### src/rtl/bullet_controller_if.sv
// Signal bundle between the bullet controller and its neighbours: frame tick, keyboard
// fire/direction, ball centres in; bullet state, hit pulses, scores and FSM state out.
interface bullet_controller_if;
  logic       frame_tick;
  logic       fire1;
  logic       fire2;
  logic [1:0] dir1;
  logic [1:0] dir2;
  logic [9:0] BallX;
  logic [9:0] BallY;
  logic [9:0] Ball2X;
  logic [9:0] Ball2Y;
  logic [9:0] BulletX;
  logic [9:0] BulletY;
  logic [9:0] Bullet2X;
  logic [9:0] Bullet2Y;
  logic       bullet_on;
  logic       bullet2_on;
  logic       hit1;
  logic       hit2;
  logic [3:0] score1;
  logic [3:0] score2;
  logic [1:0] state1_dbg;
  logic [1:0] state2_dbg;

  modport master (
    output frame_tick, fire1, fire2, dir1, dir2, BallX, BallY, Ball2X, Ball2Y,
    input  BulletX, BulletY, Bullet2X, Bullet2Y, bullet_on, bullet2_on,
    input  hit1, hit2, score1, score2, state1_dbg, state2_dbg
  );

  modport slave (
    input  frame_tick, fire1, fire2, dir1, dir2, BallX, BallY, Ball2X, Ball2Y,
    output BulletX, BulletY, Bullet2X, Bullet2Y, bullet_on, bullet2_on,
    output hit1, hit2, score1, score2, state1_dbg, state2_dbg
  );
endinterface

### src/rtl/bullet_controller.sv
// Two independent bullet FSMs (IDLE/FLY/HIT/COOL) sharing one frame tick; each bullet
// launches from its owner's ball and can only hit the opposing ball.
module bullet_controller #(
  parameter int X_MAX    = 639,
  parameter int Y_MAX    = 479,
  parameter int SPEED    = 4,
  parameter int HIT_DIST = 8,
  parameter int COOLDOWN = 30
) (
  input  logic                Clk,
  input  logic                Reset,
  bullet_controller_if.slave  io_bus
);

  typedef enum logic [1:0] {
    S_IDLE = 2'd0,
    S_FLY  = 2'd1,
    S_HIT  = 2'd2,
    S_COOL = 2'd3
  } state_t;

  localparam logic [10:0] L_XMAX  = 11'(X_MAX);
  localparam logic [10:0] L_YMAX  = 11'(Y_MAX);
  localparam logic [10:0] L_SPEED = 11'(SPEED);
  localparam logic [10:0] L_HIT   = 11'(HIT_DIST);
  localparam logic [7:0]  L_COOL  = 8'(COOLDOWN);

  // Index 0 is player 1's bullet, index 1 is player 2's.
  logic [9:0] w_own_x [2];
  logic [9:0] w_own_y [2];
  logic [9:0] w_opp_x [2];
  logic [9:0] w_opp_y [2];
  logic       w_fire  [2];
  logic [1:0] w_dir   [2];
  logic [9:0] w_bx    [2];
  logic [9:0] w_by    [2];
  logic       w_on    [2];
  logic       w_hit   [2];
  logic [3:0] w_score [2];
  logic [1:0] w_state [2];

  assign w_own_x[0] = io_bus.BallX;
  assign w_own_y[0] = io_bus.BallY;
  assign w_opp_x[0] = io_bus.Ball2X;
  assign w_opp_y[0] = io_bus.Ball2Y;
  assign w_fire[0]  = io_bus.fire1;
  assign w_dir[0]   = io_bus.dir1;
  assign w_own_x[1] = io_bus.Ball2X;
  assign w_own_y[1] = io_bus.Ball2Y;
  assign w_opp_x[1] = io_bus.BallX;
  assign w_opp_y[1] = io_bus.BallY;
  assign w_fire[1]  = io_bus.fire2;
  assign w_dir[1]   = io_bus.dir2;

  for (genvar p = 0; p < 2; p++) begin : g_bullet
    state_t      r_state, w_state_nxt;
    logic [9:0]  r_x, r_y, w_x_nxt, w_y_nxt;
    logic [1:0]  r_dir, w_dir_nxt;
    logic        r_on, r_hit, r_fire_prev;
    logic [3:0]  r_score, w_score_nxt;
    logic [7:0]  r_cool, w_cool_nxt;
    logic [10:0] w_dx, w_dy, w_sum_x, w_sum_y;
    logic        w_near, w_launch, w_expire;

    assign w_dx     = (r_x >= w_opp_x[p]) ? {1'b0, r_x - w_opp_x[p]} : {1'b0, w_opp_x[p] - r_x};
    assign w_dy     = (r_y >= w_opp_y[p]) ? {1'b0, r_y - w_opp_y[p]} : {1'b0, w_opp_y[p] - r_y};
    assign w_near   = (w_dx <= L_HIT) && (w_dy <= L_HIT);
    // 11-bit sums so a step past the right/bottom edge is seen instead of wrapping.
    assign w_sum_x  = {1'b0, r_x} + L_SPEED;
    assign w_sum_y  = {1'b0, r_y} + L_SPEED;
    assign w_launch = io_bus.frame_tick && w_fire[p] && !r_fire_prev;

    always_comb begin
      w_state_nxt = r_state;
      w_x_nxt     = r_x;
      w_y_nxt     = r_y;
      w_dir_nxt   = r_dir;
      w_cool_nxt  = r_cool;
      w_score_nxt = r_score;
      w_expire    = 1'b0;
      case (r_state)
        S_IDLE: begin
          if (w_launch) begin
            w_state_nxt = S_FLY;
            w_x_nxt     = w_own_x[p];
            w_y_nxt     = w_own_y[p];
            w_dir_nxt   = w_dir[p];
          end
        end
        S_FLY: begin
          if (w_near) begin
            w_state_nxt = S_HIT;
            if (r_score != 4'hF) w_score_nxt = r_score + 4'd1;
          end else if (io_bus.frame_tick) begin
            case (r_dir)
              2'd0: if ({1'b0, r_y} < L_SPEED) w_expire = 1'b1;
                    else w_y_nxt = r_y - L_SPEED[9:0];
              2'd1: if (w_sum_x > L_XMAX) w_expire = 1'b1;
                    else w_x_nxt = w_sum_x[9:0];
              2'd2: if (w_sum_y > L_YMAX) w_expire = 1'b1;
                    else w_y_nxt = w_sum_y[9:0];
              default: if ({1'b0, r_x} < L_SPEED) w_expire = 1'b1;
                       else w_x_nxt = r_x - L_SPEED[9:0];
            endcase
          end
        end
        S_HIT: begin
          w_state_nxt = S_COOL;
          w_cool_nxt  = L_COOL;
        end
        default: begin
          if (io_bus.frame_tick) begin
            w_cool_nxt = (r_cool == 8'd0) ? 8'd0 : r_cool - 8'd1;
            if (r_cool <= 8'd1) w_state_nxt = S_IDLE;
          end
        end
      endcase
      if (w_expire) begin
        w_state_nxt = S_COOL;
        w_cool_nxt  = L_COOL;
      end
    end

    always_ff @(posedge Clk) begin
      if (Reset) begin
        r_state     <= S_IDLE;
        r_x         <= 10'd0;
        r_y         <= 10'd0;
        r_dir       <= 2'd0;
        r_on        <= 1'b0;
        r_hit       <= 1'b0;
        r_score     <= 4'd0;
        r_cool      <= 8'd0;
        // Treat fire as already held so a press spanning reset must be released first.
        r_fire_prev <= 1'b1;
      end else begin
        r_state <= w_state_nxt;
        r_x     <= w_x_nxt;
        r_y     <= w_y_nxt;
        r_dir   <= w_dir_nxt;
        r_on    <= (w_state_nxt == S_FLY);
        r_hit   <= (w_state_nxt == S_HIT);
        r_score <= w_score_nxt;
        r_cool  <= w_cool_nxt;
        if (io_bus.frame_tick) r_fire_prev <= w_fire[p];
      end
    end

    assign w_bx[p]    = r_x;
    assign w_by[p]    = r_y;
    assign w_on[p]    = r_on;
    assign w_hit[p]   = r_hit;
    assign w_score[p] = r_score;
    assign w_state[p] = r_state;
  end

  assign io_bus.BulletX    = w_bx[0];
  assign io_bus.BulletY    = w_by[0];
  assign io_bus.bullet_on  = w_on[0];
  assign io_bus.hit1       = w_hit[0];
  assign io_bus.score1     = w_score[0];
  assign io_bus.state1_dbg = w_state[0];
  assign io_bus.Bullet2X   = w_bx[1];
  assign io_bus.Bullet2Y   = w_by[1];
  assign io_bus.bullet2_on = w_on[1];
  assign io_bus.hit2       = w_hit[1];
  assign io_bus.score2     = w_score[1];
  assign io_bus.state2_dbg = w_state[1];

endmodule

### src/flat_wrapper.sv
// flat-port wrapper written by rule: the top's interface ports become plain ports
module bullet_controller_flat 
#(
  parameter int X_MAX    = 639,
  parameter int Y_MAX    = 479,
  parameter int SPEED    = 4,
  parameter int HIT_DIST = 8,
  parameter int COOLDOWN = 30
)
  (Clk, Reset, io_bus_frame_tick, io_bus_fire1, io_bus_fire2, io_bus_dir1, io_bus_dir2, io_bus_BallX, io_bus_BallY, io_bus_Ball2X, io_bus_Ball2Y, io_bus_BulletX, io_bus_BulletY, io_bus_Bullet2X, io_bus_Bullet2Y, io_bus_bullet_on, io_bus_bullet2_on, io_bus_hit1, io_bus_hit2, io_bus_score1, io_bus_score2, io_bus_state1_dbg, io_bus_state2_dbg);
  bullet_controller_if io_bus_i ();
  input  logic Clk;
  input  logic Reset;
  input wire logic [$bits(io_bus_i.frame_tick)-1:0] io_bus_frame_tick;
  input wire logic [$bits(io_bus_i.fire1)-1:0] io_bus_fire1;
  input wire logic [$bits(io_bus_i.fire2)-1:0] io_bus_fire2;
  input wire logic [$bits(io_bus_i.dir1)-1:0] io_bus_dir1;
  input wire logic [$bits(io_bus_i.dir2)-1:0] io_bus_dir2;
  input wire logic [$bits(io_bus_i.BallX)-1:0] io_bus_BallX;
  input wire logic [$bits(io_bus_i.BallY)-1:0] io_bus_BallY;
  input wire logic [$bits(io_bus_i.Ball2X)-1:0] io_bus_Ball2X;
  input wire logic [$bits(io_bus_i.Ball2Y)-1:0] io_bus_Ball2Y;
  output wire logic [$bits(io_bus_i.BulletX)-1:0] io_bus_BulletX;
  output wire logic [$bits(io_bus_i.BulletY)-1:0] io_bus_BulletY;
  output wire logic [$bits(io_bus_i.Bullet2X)-1:0] io_bus_Bullet2X;
  output wire logic [$bits(io_bus_i.Bullet2Y)-1:0] io_bus_Bullet2Y;
  output wire logic [$bits(io_bus_i.bullet_on)-1:0] io_bus_bullet_on;
  output wire logic [$bits(io_bus_i.bullet2_on)-1:0] io_bus_bullet2_on;
  output wire logic [$bits(io_bus_i.hit1)-1:0] io_bus_hit1;
  output wire logic [$bits(io_bus_i.hit2)-1:0] io_bus_hit2;
  output wire logic [$bits(io_bus_i.score1)-1:0] io_bus_score1;
  output wire logic [$bits(io_bus_i.score2)-1:0] io_bus_score2;
  output wire logic [$bits(io_bus_i.state1_dbg)-1:0] io_bus_state1_dbg;
  output wire logic [$bits(io_bus_i.state2_dbg)-1:0] io_bus_state2_dbg;
  assign io_bus_i.frame_tick = io_bus_frame_tick;
  assign io_bus_i.fire1 = io_bus_fire1;
  assign io_bus_i.fire2 = io_bus_fire2;
  assign io_bus_i.dir1 = io_bus_dir1;
  assign io_bus_i.dir2 = io_bus_dir2;
  assign io_bus_i.BallX = io_bus_BallX;
  assign io_bus_i.BallY = io_bus_BallY;
  assign io_bus_i.Ball2X = io_bus_Ball2X;
  assign io_bus_i.Ball2Y = io_bus_Ball2Y;
  assign io_bus_BulletX = io_bus_i.BulletX;
  assign io_bus_BulletY = io_bus_i.BulletY;
  assign io_bus_Bullet2X = io_bus_i.Bullet2X;
  assign io_bus_Bullet2Y = io_bus_i.Bullet2Y;
  assign io_bus_bullet_on = io_bus_i.bullet_on;
  assign io_bus_bullet2_on = io_bus_i.bullet2_on;
  assign io_bus_hit1 = io_bus_i.hit1;
  assign io_bus_hit2 = io_bus_i.hit2;
  assign io_bus_score1 = io_bus_i.score1;
  assign io_bus_score2 = io_bus_i.score2;
  assign io_bus_state1_dbg = io_bus_i.state1_dbg;
  assign io_bus_state2_dbg = io_bus_i.state2_dbg;
  bullet_controller #(.X_MAX(X_MAX), .Y_MAX(Y_MAX), .SPEED(SPEED), .HIT_DIST(HIT_DIST), .COOLDOWN(COOLDOWN)) u_core (.Clk(Clk), .Reset(Reset), .io_bus(io_bus_i));
endmodule
### config.mk
export PLATFORM = sky130hd
export DESIGN_NAME = bullet_controller_flat
export DESIGN_NICKNAME = d
export VERILOG_FILES = /design/src/rtl/bullet_controller_if.sv /design/src/rtl/bullet_controller.sv /design/src/flat_wrapper.sv
export SDC_FILE = /design/constraint.sdc
export NUM_CORES = 1
export LEC_CHECK = 0
export ABC_AREA = 1
export BUFFER_PORTS_ARGS = -buffer_cell sky130_fd_sc_hd__buf_2
export CAP_MARGIN = 10
export CORE_MARGIN = 5
export CORE_UTILIZATION = 60
export CTS_CLUSTER_DIAMETER = 30
export DETAILED_ROUTE_END_ITERATION = 16
export GPL_ROUTABILITY_DRIVEN = 0
export PLACE_DENSITY = 0.81
export SLEW_MARGIN = 20
export SYNTH_ARGS = -nofsm -noshare
export SYNTH_HDL_FRONTEND = slang
export SYNTH_SLANG_ARGS = --single-unit
export TNS_END_PERCENT = 5
### constraint.sdc
create_clock -name Clk -period 3.55 [get_ports Clk]
set_input_delay 0.355 -clock Clk [delete_from_list [all_inputs] [get_ports Clk]]
set_output_delay 0.355 -clock Clk [all_outputs]
set_load 0.05 [all_outputs]
# --- Yosys cells after proc, flatten, opt, wreduce, memory -nomap -nowiden ---
# Index checks and enable logic that the tools add are counted.
word_totals:
  reg_bits: 78
  wordCells: 200
  output_inout_bits: 56
  inputBits: 49
op_classes:
  magnitude_cmp: 18
  n_bitwise: 2
  reduce_logical: 38
  n_addsub: 20
  eq_ne: 34
  muxes: 68
op_table:
  columns: ["operator", "n"]
  rows:
  - ["$mux 10", 24]
  - ["$pmux 10 s2", 8]
  - ["$sub 10x10->10", 8]
  - ["$add 10x3->11 const B", 4]
  - ["$le 11x4->1 const B", 4]
  - ["$ge 10x10->1", 4]
  - ["$lt 10x3->1 const B", 4]
  - ["$sub 10x3->10 const B", 4]
  - ["$mux 8", 4]
  - ["$pmux 8 s2", 2]
  - ["$ne 3x3->1 const B", 10]
  - ["$reduce_and 7->1", 4]
  - ["$gt 11x10->1 const B", 2]
  - ["$gt 11x9->1 const B", 2]
  - ["$mux 2", 10]
  - ["$le 8x1->1 const B", 2]
  - ["$logic_not 8->1", 2]
  - ["$sub 8x1->8 const B", 2]
  - ["$mux 1", 14]
  - ["$eq 2x1->1 const B", 6]
  - ["$eq 2x2->1 const B", 6]
  - ["$ne 2x2->1 const B", 6]
  - ["$pmux 2 s3", 2]
  - ["$reduce_and 2->1", 6]
  - ["13 further kinds", 40]

# --- Depth between registers and ports, before layout ---
logic_depth:
  depth_word: 9
  mapped_depth: 23

# --- Worst setup path after synthesis ---
# No wires, ideal clock.
synth_timing:
  path_type: "reg2reg"
  start: "reg u_core.g_bullet[1].r_x[7] (netlist: u_core.io_bus.Bullet2X[7])"
  end: "reg u_core.g_bullet[1].r_y[8] (netlist: u_core.io_bus.Bullet2Y[8])"
  t_required_ps: 3437
  arrival_ps: 2920
  synth_period_minus_slack_ps: 3033
  stages_incl_launch_ff: 18
  path_slack_ps: 517
  path_cell_list: "dfxtp_1 -> inv_1 -> ha_1 -> a21oi_1 -> o21a_1 -> nand4_2 -> buf_6 -> nor2_2 -> nor2_1 -> nor2_1 -> nand3_1 -> nor2_4 -> nand3_4 -> nand2_2 -> buf_6 -> nand2_1 -> nand2_1 -> nor2_1"
synth_via:
  elab_chain_len: 6
synth_lines:
  columns: ["element", "line_no", "source"]
  rows:
  - ["start: declaration", "bullet_controller.sv:57", "logic [9:0] r_x, r_y, w_x_nxt, w_y_nxt;"]
  - ["start signal: assignment", "bullet_controller.sv:138", "r_x <= w_x_nxt;"]
  - ["$sub 10x10->10 or $ge 10x10->1 (tied branches)", "bullet_controller.sv:65", "assign w_dx = (r_x >= w_opp_x[p]) ? {1'b0, r_x - w_opp_x[p]} : {1'b0, w_opp_x[p] - r_x};"]
  - ["$mux 10 (*)", "bullet_controller.sv:65", null]
  - ["$le 11x4->1 (*)", "bullet_controller.sv:67", "assign w_near = (w_dx <= L_HIT) && (w_dy <= L_HIT);"]
  - ["$logic_and 1x1->1 (*)", "bullet_controller.sv:67", null]
  - ["$ne 2x2->1 (no source line) (*)", null, null]
  - ["$reduce_and 7->1 (no source line) (*)", null, null]
  - ["end signal: assignment", "bullet_controller.sv:139", "r_y <= w_y_nxt;"]
  - ["end: declaration", "bullet_controller.sv:57", null]
# Mark *: on every way between the ends. The rest lies on a longest branch, timed or not.
# A chain may end at the register's enable or synchronous reset.

# --- Worst setup path after layout ---
layout_timing:
  start: "reg u_core.g_bullet[1].r_y[4] (netlist: u_core.io_bus.Bullet2Y[4])"
  end: "reg u_core.g_bullet[1].r_y[3] (netlist: u_core.io_bus.Bullet2Y[3])"
layout_via:
  elab_chain_len: 6
layout_lines:
  columns: ["element", "line_no", "source"]
  rows:
  - ["$sub 10x10->10 or $ge 10x10->1 (tied branches)", "bullet_controller.sv:66", "assign w_dy = (r_y >= w_opp_y[p]) ? {1'b0, r_y - w_opp_y[p]} : {1'b0, w_opp_y[p] - r_y};"]
  - ["$mux 10", "bullet_controller.sv:66", null]
  - ["$le 11x4->1", "bullet_controller.sv:67", null]
  - ["$logic_and 1x1->1", "bullet_controller.sv:67", null]
  - ["$ne 2x2->1 (no source line)", null, null]
  - ["$reduce_and 7->1 (no source line) (*)", null, null]
# Marked as above.

==> reports/metrics.cfg <==
[run_status]
outcome = finished clean

[yosys]
synth_compound_area_frac = 0.149
ys_warn_count = 0
syn_avg_cell_area_um2 = 5.88
synth_seq_cells = 78
synth-xor-area-share = 0.0572
synth-main-ff-cell = dfxtp_1
async_flop_share = 0
yosysMostFrequentCell = nand2_1
netlist.area_leader.share = 0.179
synth_area_leaders = nand2_1 (18%), dfxtp_1 (16%), ha_1 (12%)
syn_inst = 1614
yosysUniqueCellTypes = 46
synth_nets = 1757
yosys.area_share.simple = 0.386
synthAdderAreaFrac = 0.124
yosysTopAreaCell = nand2_1
synth_common_cells = nand2_1 (453), inv_1 (235), nor2_1 (187)
synth_top_family_by_area = simple AND/OR/NAND/NOR gates
syn-cell-area_mm2 = 0.00949
muxShareOfSynthArea = 0
synth.yosys.seq_area_share = 0.165
synth_edf_count = 0

[die]
die_area_mm2 = 0.0184
die_x_um = 136
rows = 46
ioPinCount = 105
die_h_um = 136
start_util = 0.604
core-area_mm2 = 0.0157

[global_route]
grt_overflow = 0
track_usage = 0.300
antenna_found_initial = 0
grt_pass1_vias = 9633
grt_pass1_wl_um = 45300
grt_max_degree = 38

[clocking]
post_cts_resize_count = 0
post-cts-setup-buffers = 0
cts_buffer_depth = 2
cts_buffers = 9
ctsHoldBuffers = 0
cts_tree = built
clkSinkCount = 78
htreeDepth = 3
cts.root.buffer_cell = clkbuf_16
cts.clk_slew.worst_paths_ps = 70
insertion_delay_ps = 360

[setup_path]
crit_start = u_core.io_bus.Bullet2Y[4]$_SDFFE_PP0P_
slowest_stage = dfxtp_1
path_max_fanout = 14
crit_family = simple AND/OR/NAND/NOR gates
required_ps = 3800
reg2reg_from = u_core.io_bus.Bullet2Y[4]$_SDFFE_PP0P_
crit_arrival_ps = 3510
path_class = reg2reg
rr_worst_depth = 15
worst_path_most_repeated_cell = nor2_1
cp_num_buf_inv = 1
max_stage_delay_ps = 480
path_cells = inv_1 > ha_1 > nand2_1 > nor2_1 > nand3_1 > nand4_4 > nor2_1 > a211oi_1 > nor2_1 > nor2_4 > nand3_4 > nand2_2 > nand2_1 > nand2_1 > nor2_1
timing.rr.end = u_core.io_bus.Bullet2Y[3]$_SDFFE_PP0P_
cp-end-kind = flip-flop
rrSetupSlack_ps = 280
start_kind = flip-flop

[route]
first_pass_iters = 6
ant_nets = 0
drc = 0
wl_per_cell_um = 14.5
vias_per_cell = 5.44
vias = 10400
totalWireLength_um = 27800
drt_iter0_drc = 899

[power_and_ir_drop]
p_per_area_mw_per_mm2 = 376
power_leakage_nw = 5.74
peakVddDrop_mv = 0.274

[timing]
hold_slack_ps = 232
finClkSkew_ps = 15.5
hold_viol_final = 0
slew_headroom = 0.502
finalWorstSetupSlack_ps = 283
drv_slew = 0
setup_viol = 0
rsz0062_at_grt = false
finalCriticalPeriod_ps = 3270
fmax_mhz = 306
setup-tns-final_ps = 0
worst_pin_slew_ps = 744
post-route-period-util = 0.920

[place]
dp_hpwl_um = 22200
pre_cts_ws_ps = 270
dp_cells = 1905
port_buffers = 104

[min_path]
hp-class = in2reg
min_path_cells = 3
hold_end = u_core.g_bullet[1].r_fire_prev$_SDFFE_PP1P_
hold_start = io_bus_fire2

[finish]
instances_no_fill = 1921
final_util = 0.668
finalNetCount = 1843
n_antenna_cell = 0
drive_gt1_frac = 0.112
syn_to_final_growth_pct = 10.6

[flow_run]
cap_violations = 0

-- flip-flops by register name, indices dropped and copies added (netlist names) --
register / cells
u_core.io_bus.score2: 4
u_core.g_bullet.r_cool: 16
u_core.io_bus.BulletX: 10
u_core.g_bullet.r_fire_prev: 2
u_core.io_bus.bullet_on: 1
u_core.g_bullet.r_dir: 4
u_core.io_bus.score1: 4
u_core.io_bus.Bullet2X: 10
u_core.io_bus.bullet2_on: 1
u_core.io_bus.state2_dbg: 2
u_core.io_bus.hit1: 1
u_core.io_bus.BulletY: 10
u_core.io_bus.state1_dbg: 2
u_core.io_bus.hit2: 1
u_core.io_bus.Bullet2Y: 10
-- power breakdown --
part	internal, mW	switching (mW)
Clock	0.627	0.419
Combinational	0.618	1.27
Sequential	0.932	0.0799
-- placed cells by master, fill, tap and decap left out, drive strengths merged, types with 6 or more instances in the layout --
cell    count
o21bai     12
o211ai      6
buf       116
a21oi     105
ha         94
nor4        7
clkbuf      9
xor2       43
inv       243
dfxtp      78
a31oi       6
nor2      200
nor3       15
o21ai      97
nand2     465
nand4      24
xnor2      19
nand3     128
-- area by class of cell --
type,count,area (um^2)
Inverter,241,905
Clock inverter,7,103
Timing Repair Buffer,116,611
Multi-Input combinational cell,1254,6820
Tap cell,216,270
Clock buffer,9,225
Fill cell,1470,5210
Sequential cell,78,1560
-- worst max-delay path by stage --
| stage | slack, ps | endpoint | cells past startpoint |
|---|---|---|---|
| after floorplan | 520 | u_core.io_bus.Bullet2Y[8]$_SDFFE_PP0P_ | 17 |
| after global placement | 330 | u_core.io_bus.Bullet2Y[3]$_SDFFE_PP0P_ | 17 |
| after detailed placement | 270 | u_core.io_bus.Bullet2Y[4]$_SDFFE_PP0P_ | 18 |
| after CTS | 250 | u_core.io_bus.Bullet2Y[3]$_SDFFE_PP0P_ | 18 |
| after global routing | 10 | u_core.io_bus.Bullet2Y[4]$_SDFFE_PP0P_ | 18 |
| final | 280 | u_core.io_bus.Bullet2Y[3]$_SDFFE_PP0P_ | 15 |
-- tightest hold or removal path, delay by kind of cell --
| family | cells | cell delay (ps) |
|---|---|---|
| simple gates | 2 | 120 |
| buf+inv | 1 | 70 |
-- routing by layer --
layer  track usage  vias up  wire, um
met3        0.0464       75      1970
met4         0.116        0       928
met1         0.396     4656     12200
met2         0.494      395     12600
li1              -     5322         -
met5             0        -         0
-- through the flow --
step	instance area, um^2	total power, mW
global placement	10100	2.83
global route	10500	4.22
detailed placement	10100	2.86
finish	10500	3.94
floorplan	9490	2.46
CTS	10500	3.91
-- kinds of logic (layout without fill, tap and decap cells) --
family                   Yosys count  count (layout)
AND/OR/NAND/NOR                  846             846
buffers and inverters            282             373
AO/OA/AOI/OAI                    252             252
adder cells (fa/ha/maj)           94              94
flip-flops                        78              78
XOR/XNOR                          62              62
Note: power is estimated with default switching activity, not from simulation.
